==> config.mk <==
export PLATFORM = sky130hd
export DESIGN_NAME = vmem_scanout_flat
export DESIGN_NICKNAME = d
export VERILOG_FILES = /design/src/rtl/vmem_scanout_if.sv /design/src/rtl/vmem_scanout.sv /design/src/flat_wrapper.sv
export SDC_FILE = /design/constraint.sdc
export NUM_CORES = 1
export LEC_CHECK = 0
export CORE_ASPECT_RATIO = 0.75
export CORE_MARGIN = 5
export CORE_UTILIZATION = 40
export DETAILED_ROUTE_END_ITERATION = 8
export MAX_ROUTING_LAYER = met4
export PLACE_DENSITY = 0.7
export SLEW_MARGIN = 15
export SYNTH_ARGS = -nofsm -noshare
export SYNTH_HDL_FRONTEND = slang
export SYNTH_SLANG_ARGS = --single-unit
==> constraint.sdc <==
create_clock -name clk_i -period 3.55 [get_ports clk_i]
set_input_delay 0.355 -clock clk_i [delete_from_list [all_inputs] [get_ports clk_i]]
set_output_delay 0.355 -clock clk_i [all_outputs]
set_load 0.01 [all_outputs]
==> src/rtl/vmem_scanout_if.sv <==
// rtl/vmem_scanout_if.sv - framebuffer read port between scan-out (master) and video memory (slave)
`ifndef VMEM_ADDRW
`define VMEM_ADDRW 15
`endif

interface vmem_scanout_if;
  logic [`VMEM_ADDRW-1:0] vmem_raddr_o;
  logic [2:0]             vmem_rdata_i;

  modport master (output vmem_raddr_o, input  vmem_rdata_i);
  modport slave  (input  vmem_raddr_o, output vmem_rdata_i);
endinterface

==> src/rtl/vmem_scanout.sv <==
// rtl/vmem_scanout.sv - free-running raster timing with pixel-replicated framebuffer scan-out
// Optional feature: DISP_BORDER_EN forces a white one-pixel frame around the active area.
`ifndef VMEM_ADDRW
`define VMEM_ADDRW 15
`endif

module vmem_scanout #(
  parameter int H_ACTIVE    = 640,
  parameter int H_FP        = 16,
  parameter int H_SYNC      = 96,
  parameter int H_BP        = 48,
  parameter int V_ACTIVE    = 480,
  parameter int V_FP        = 10,
  parameter int V_SYNC      = 2,
  parameter int V_BP        = 33,
  parameter int SCALE_SHIFT = 2,
  parameter bit SYNC_POL    = 1'b0
) (
  input  logic                  clk_i,
  input  logic                  rst_i,
  vmem_scanout_if.master        vmem,
  output logic                  hsync_o,
  output logic                  vsync_o,
  output logic                  de_o,
  output logic [11:0]           rgb_o,
  output logic                  frame_o
);

  localparam int H_TOTAL = H_ACTIVE + H_FP + H_SYNC + H_BP;
  localparam int V_TOTAL = V_ACTIVE + V_FP + V_SYNC + V_BP;
  localparam int FB_W    = H_ACTIVE >> SCALE_SHIFT;
  localparam int HW      = $clog2(H_TOTAL + 1);
  localparam int VW      = $clog2(V_TOTAL + 1);
  localparam int AW      = `VMEM_ADDRW;

  localparam logic [HW-1:0] H_LAST     = HW'(H_TOTAL - 1);
  localparam logic [VW-1:0] V_LAST     = VW'(V_TOTAL - 1);
  localparam logic [HW-1:0] H_ACT      = HW'(H_ACTIVE);
  localparam logic [VW-1:0] V_ACT      = VW'(V_ACTIVE);
  localparam logic [HW-1:0] HS_START   = HW'(H_ACTIVE + H_FP);
  localparam logic [HW-1:0] HS_END     = HW'(H_ACTIVE + H_FP + H_SYNC);
  localparam logic [VW-1:0] VS_START   = VW'(V_ACTIVE + V_FP);
  localparam logic [VW-1:0] VS_END     = VW'(V_ACTIVE + V_FP + V_SYNC);
  localparam logic [VW-1:0] SCALE_MASK = VW'((1 << SCALE_SHIFT) - 1);
  localparam logic [AW-1:0] FB_W_A     = AW'(FB_W);

  logic [HW-1:0] hcnt;
  logic [VW-1:0] vcnt;
  logic [VW-1:0] vcnt_inc;
  logic [AW-1:0] row_base;
  logic          active;
  logic          in_hsync;
  logic          in_vsync;
  logic          first_px;

  logic [2:0] de_p;
  logic [2:0] hs_p;
  logic [2:0] vs_p;
  logic [2:0] fr_p;

  assign vcnt_inc = vcnt + 1'b1;
  assign active   = (hcnt < H_ACT) && (vcnt < V_ACT);
  assign in_hsync = (hcnt >= HS_START) && (hcnt < HS_END);
  assign in_vsync = (vcnt >= VS_START) && (vcnt < VS_END);
  assign first_px = (hcnt == '0) && (vcnt == '0);

  // row_base tracks (vcnt>>SCALE_SHIFT)*FB_W by adding FB_W whenever a new framebuffer row begins
  always_ff @(posedge clk_i or posedge rst_i) begin
    if (rst_i) begin
      hcnt     <= '0;
      vcnt     <= '0;
      row_base <= '0;
    end else if (hcnt == H_LAST) begin
      hcnt <= '0;
      if (vcnt == V_LAST) begin
        vcnt     <= '0;
        row_base <= '0;
      end else begin
        vcnt <= vcnt_inc;
        if ((vcnt_inc & SCALE_MASK) == '0)
          row_base <= row_base + FB_W_A;
      end
    end else begin
      hcnt <= hcnt + 1'b1;
    end
  end

  always_ff @(posedge clk_i or posedge rst_i) begin
    if (rst_i) begin
      vmem.vmem_raddr_o <= '0;
      de_p <= '0;
      hs_p <= '0;
      vs_p <= '0;
      fr_p <= '0;
    end else begin
      vmem.vmem_raddr_o <= active ? row_base + AW'(hcnt >> SCALE_SHIFT) : '0;
      de_p <= {de_p[1:0], active};
      hs_p <= {hs_p[1:0], in_hsync};
      vs_p <= {vs_p[1:0], in_vsync};
      fr_p <= {fr_p[1:0], first_px};
    end
  end

`ifdef DISP_BORDER_EN
  logic       border;
  logic [2:0] bd_p;

  assign border = active && ((hcnt == '0) || (hcnt == H_ACT - 1'b1) ||
                             (vcnt == '0) || (vcnt == V_ACT - 1'b1));

  always_ff @(posedge clk_i or posedge rst_i) begin
    if (rst_i) bd_p <= '0;
    else       bd_p <= {bd_p[1:0], border};
  end
`endif

  // Output stage: flags have travelled alongside the 1+2 cycle address/memory latency
  always_ff @(posedge clk_i or posedge rst_i) begin
    if (rst_i) begin
      hsync_o <= ~SYNC_POL;
      vsync_o <= ~SYNC_POL;
      de_o    <= 1'b0;
      frame_o <= 1'b0;
      rgb_o   <= 12'h000;
    end else begin
      hsync_o <= hs_p[2] ? SYNC_POL : ~SYNC_POL;
      vsync_o <= vs_p[2] ? SYNC_POL : ~SYNC_POL;
      de_o    <= de_p[2];
      frame_o <= fr_p[2];
`ifdef DISP_BORDER_EN
      if (de_p[2] && bd_p[2])
        rgb_o <= 12'hFFF;
      else
`endif
      if (de_p[2])
        rgb_o <= {{4{vmem.vmem_rdata_i[2]}}, {4{vmem.vmem_rdata_i[1]}}, {4{vmem.vmem_rdata_i[0]}}};
      else
        rgb_o <= 12'h000;
    end
  end

endmodule

==> src/flat_wrapper.sv <==
// flat-port wrapper written by rule: the top's interface ports become plain ports
module vmem_scanout_flat 
#(
  parameter int H_ACTIVE    = 640,
  parameter int H_FP        = 16,
  parameter int H_SYNC      = 96,
  parameter int H_BP        = 48,
  parameter int V_ACTIVE    = 480,
  parameter int V_FP        = 10,
  parameter int V_SYNC      = 2,
  parameter int V_BP        = 33,
  parameter int SCALE_SHIFT = 2,
  parameter bit SYNC_POL    = 1'b0
)
  (clk_i, rst_i, hsync_o, vsync_o, de_o, rgb_o, frame_o, vmem_vmem_raddr_o, vmem_vmem_rdata_i);
  vmem_scanout_if vmem_i ();
  input  logic clk_i;
  input  logic rst_i;
  output logic hsync_o;
  output logic vsync_o;
  output logic de_o;
  output logic [11:0] rgb_o;
  output logic frame_o;
  output wire logic [$bits(vmem_i.vmem_raddr_o)-1:0] vmem_vmem_raddr_o;
  input wire logic [$bits(vmem_i.vmem_rdata_i)-1:0] vmem_vmem_rdata_i;
  assign vmem_vmem_raddr_o = vmem_i.vmem_raddr_o;
  assign vmem_i.vmem_rdata_i = vmem_vmem_rdata_i;
  vmem_scanout #(.H_ACTIVE(H_ACTIVE), .H_FP(H_FP), .H_SYNC(H_SYNC), .H_BP(H_BP), .V_ACTIVE(V_ACTIVE), .V_FP(V_FP), .V_SYNC(V_SYNC), .V_BP(V_BP), .SCALE_SHIFT(SCALE_SHIFT), .SYNC_POL(SYNC_POL)) u_core (.clk_i(clk_i), .rst_i(rst_i), .vmem(vmem_i), .hsync_o(hsync_o), .vsync_o(vsync_o), .de_o(de_o), .rgb_o(rgb_o), .frame_o(frame_o));
endmodule
# [Yosys cells after proc, flatten, opt, wreduce, memory -nomap -nowiden]
# Cells that the tools add are included.
[op_classes] add_sub_neg=4 magnitude_cmp=6 eq_ne=2 mux=8 reduce_logical=9
[op_table] operator="$mux W15" count=3
[op_table] operator="$logic_not A10 Y1" count=3
[op_table] operator="$add A10 B1 Y10 const B" count=2
[op_table] operator="$eq A10 B10 Y1 const B" count=2
[op_table] operator="$lt A10 B10 Y1 const B" count=2
[op_table] operator="$lt A10 B9 Y1 const B" count=2
[op_table] operator="$mux W10" count=2
[op_table] operator="$add A15 B8 Y15" count=1
[op_table] operator="$add A15 B8 Y15 const B" count=1
[op_table] operator="$mux W12" count=1
[op_table] operator="$ge A10 B10 Y1 const B" count=1
[op_table] operator="$ge A10 B9 Y1 const B" count=1
[op_table] operator="$logic_and A1 B1 Y1" count=4
[op_table] operator="$mux W1" count=2
[op_table] operator="$reduce_and A2 Y1" count=1
[op_table] operator="$reduce_bool A2 Y1" count=1
[word_totals] register_bits=78 elab_cells=42

# [Depth between registers and ports, before layout]
[depth] depth_word=4 ltp_mapped=7 depth_no_buf=6

# [Least setup slack after synthesis]
# No wires, ideal clock.
[synth_path] path_type="register to register" start="register u_core.hcnt[0]" end="register u_core.row_base[10]" t_arrival_ps=1621 slack_ps=1852 path_stages_with_launch=6 synth_period_minus_slack_ps=1698 cell_sequence="dfrtp_1 ha_1 and4_4 nand4_4 or4_1 a21oi_1"
[synth_via] elab_chain_cells=2
[synth_lines] element="start, declared" line_no="vmem_scanout.sv:47" rtl="logic [HW-1:0] hcnt;"
[synth_lines] element="start signal, assigned" line_no="vmem_scanout.sv:84" rtl="hcnt <= hcnt + 1'b1;"
[synth_lines] element="$eq A10 B10 Y1" line_no="vmem_scanout.sv:73" rtl="end else if (hcnt == H_LAST) begin"
[synth_lines] element="$reduce_and A2 Y1 (no line)"
[synth_lines] element="end signal, assigned" line_no="vmem_scanout.sv:81" rtl="row_base <= row_base + FB_W_A;"
[synth_lines] element="end, declared" line_no="vmem_scanout.sv:50" rtl="logic [AW-1:0] row_base;"
# No other way between the ends.
# A chain may end at the register's enable or synchronous reset.

# [Final worst setup path]
[layout_path] start="register u_core.hcnt[0]" end="register u_core.row_base[8]"
# Same word-level chain as after synthesis.

==> run metrics <==
arrival time at the worst endpoint=about 2.2 ns; Root Driver=clkbuf_8; total track usage=0.1380; placer congestion estimate=between 0.8 and 0.9; Tcrit/Tclk final=0.5671; first-pass GRT wire length=9618 um; Worst slew margin=0.4408; die area=around 9100 um^2; Layout area overhead=19.32%; Worst Skew=0.008881 ns; final hold violations=0; post-layout min period=2.013 ns; H-tree Lvls=3; register bit count reported by yosys=64; Critical Path Slowest Stage Cell=dfrtp_1; final setup fails=0; Seq. cell area=1604 um^2; DP Worst Slack=between 1.5 and 2 ns; Starting Density=0.4187; Syn. warnings=0; # DRC=0; CTS tree=built; worst-skew pair later-pin latency=0.34 ns; Fill cells=~630; commonest cells in the netlist=dfrtp_1 (62), a21oi_1 (23), nand2_1 (15), nor2_1 (15), nand3_1 (13); top-area cell type share of the netlist area=0.5347; clock tree buffer depth=2; Cell Chain, Critical Path=ha_1 -> and4_4 -> and3_1 -> and2_1 -> a21oi_1; wire per inst=between 10 and 15 um; RSZ-0062 raised after global routing=false; critical path endpoint category=flop; critical path buffer and inverter count=0; fin. max-slew vios=0; Die Span X=approximately 110 um; pin count of the biggest net entering global routing=51; worst-path maximum fanout=11; initial antenna violation count=0; Top delay family on crit path=simple AND/OR/NAND/NOR gates; PostCTS Resize Cnt=0; PnR worst setup slack=approximately 1.5 ns; Top Ports=36; Num CTS Buffers=9; first-pass detailed-route iteration total=4; initial DRC count=86; Placeable Area=around 6900 um^2; WHS=~0.35 ns; Crit Path Class=flop to flop; most common cell in the netlist=dfrtp_1; setup repair bufs after CTS=0; register area share after synthesis=0.5528; area leader, netlist=dfrtp_1; Via-to-Cell Ratio=approximately 5.2; leakage=1.528 nW; startpoint types=flop; class of the worst hold path=flop to flop; Die Y-Extent=83.76 um; Synth Flop Type=dfrtp_1; Nets=311; CP required=3.76 ns; ant diodes=0; Least-Margin Pin Slew=around 0.84 ns; Port Buffers=35; FFs w/ async S/R, synth=1.000; total congestion overflow=0; syn_nets=284; Cells after Synth=between 200 and 300; fmax=a little under 500 MHz; post-synthesis cell type count=38; std cell rows=26; total routed wirelength=5528 um; Power Density=roughly 400 nW/um^2; Crit path largest cell delay=about 0.43 ns; maximum vdd drop=0.0002679 V; clock tree sinks=64; mapped cell area=about 2900 um^2; multi-input logic area=about 1100 um^2; layout cells sized above 1=0.07947; status=finished clean; Mean Syn Cell Area=about 11 um^2; Post-DP HPWL=about 3800 um; final core occ=0.4996; Final ANT Viol Nets=0; ranking of synthesized cells by area=dfrtp_1 (53%), a21oi_1 (4.0%), ha_1 (3.9%); vias in the first global route=2005; clk slew on worst S/H paths=about 0.07 ns; hold buffers post-CTS=0; max_cap viols=0; Overall Power=1.389 mW; EDFF count, synth=0; Fin Setup TNS=0 ns; total number of vias=2075
[flip-flops by register name, indices dropped and copies added, names as in the netlist]
name,flops
u_core.vmem.vmem_raddr_o,15
u_core.hcnt,10
u_core.row_base,10
u_core.vcnt,10
u_core.de_p,3
u_core.fr_p,3
u_core.hs_p,3
u_core.rgb_o,3
u_core.vs_p,3
u_core.de_o,1
u_core.frame_o,1
u_core.hsync_o,1
u_core.vsync_o,1
[metrics by stage]
step                std cells  cell area (um^2)
detailed placement        384              3263
finish                    400              3462
global route              400              3462
global placement          384              3263
floorplan                 270              2902
CTS                       400              3461
[cell type report]
type | count | area share
sequential | 64 | 0.4633
inverter | 11 | 0.01229
tap | 98 | 0.03542
timing repair buffer | 36 | 0.1034
clock buffer | 11 | 0.04084
multi-input combinational | 175 | 0.3285
clock inverter | 5 | 0.01626
[power breakdown]
group	total, mW	internal, mW	switching [mW]
Clock	0.616	0.342	0.274
Sequential	0.733	0.732	0.00171
Combinational	0.0397	0.0183	0.0214
Total	1.39	1.09	0.297
[logic make-up (layout without fill, tap and decap cells)]
| logic type | count (synthesis) | in the layout | synth area share |
|---|---|---|---|
| multiplexers | 3 | 3 | 0.01035 |
| other | 1 | 1 | 0.001292 |
| flip-flops | 64 | 64 | 0.5528 |
| adder cells (fa/ha/maj) | 9 | 9 | 0.03881 |
| AND/OR/NAND/NOR | 102 | 102 | 0.2053 |
| AO/OA/AOI/OAI | 42 | 42 | 0.08194 |
| XOR/XNOR | 18 | 18 | 0.05434 |
| buffers and inverters | 31 | 63 | 0.05519 |
[metal layers]
| metal | up-vias | GRT usage | routed length (um) |
|---|---|---|---|
| met4 | 0 | 0.04472 | 53 |
| met2 | 57 | 0.1986 | 2574 |
| li1 | 992 | - | - |
| met5 | - | - | 0 |
| met3 | 5 | 0.05027 | 321 |
| met1 | 1021 | 0.1809 | 2579 |
[cells in the final DEF (no fill, tap or decap), drive strengths merged]
| cell type | netlist | routed |
|---|---|---|
| a21oi | 23 | 23 |
| clkbuf | 5 | 11 |
| dfstp | 2 | 2 |
| nor3b | 1 | 1 |
| dfrtp | 62 | 62 |
| nand4 | 6 | 6 |
| conb | 1 | 1 |
| ha | 9 | 9 |
| nor2 | 16 | 16 |
| bufinv | 0 | 1 |
| clkinv | 0 | 4 |
| nor3 | 2 | 2 |
| clkinvlp | 0 | 1 |
| o31ai | 8 | 8 |
| o21ai | 8 | 8 |
| and3 | 8 | 8 |
| o22ai | 1 | 1 |
| buf | 15 | 1 |
| or2 | 1 | 1 |
| nor4 | 4 | 4 |
| nand2b | 5 | 5 |
| and3b | 1 | 1 |
| a21o | 1 | 1 |
| mux2i | 3 | 3 |
| nand3b | 1 | 1 |
| o2bb2ai | 1 | 1 |
| and4 | 4 | 4 |
| nand3 | 14 | 14 |
| or3 | 4 | 4 |
| nand2 | 15 | 15 |
| and2 | 10 | 10 |
| nor4b | 2 | 2 |
| or4 | 8 | 8 |
| xor2 | 9 | 9 |
| clkdlybuf4s50 | 0 | 35 |
| xnor2 | 9 | 9 |
| inv | 11 | 10 |
[path summary, 6_finish.rpt]
kind                                start                  to  slack (ns)  depth (start not counted)
max                        u_core.hcnt[0]  u_core.row_base[8]        1.54                          5
min                        u_core.vs_p[1]      u_core.vs_p[2]        0.35                          0
max reg2reg                u_core.hcnt[0]  u_core.row_base[8]        1.54                          5
min reg2reg                u_core.vs_p[1]      u_core.vs_p[2]        0.35                          0
max in group asynchronous           rst_i  u_core.row_base[5]        2.38                          3
min in group asynchronous           rst_i      u_core.de_p[1]        0.47                          2
Note: power is estimated with default switching activity, not from simulation.
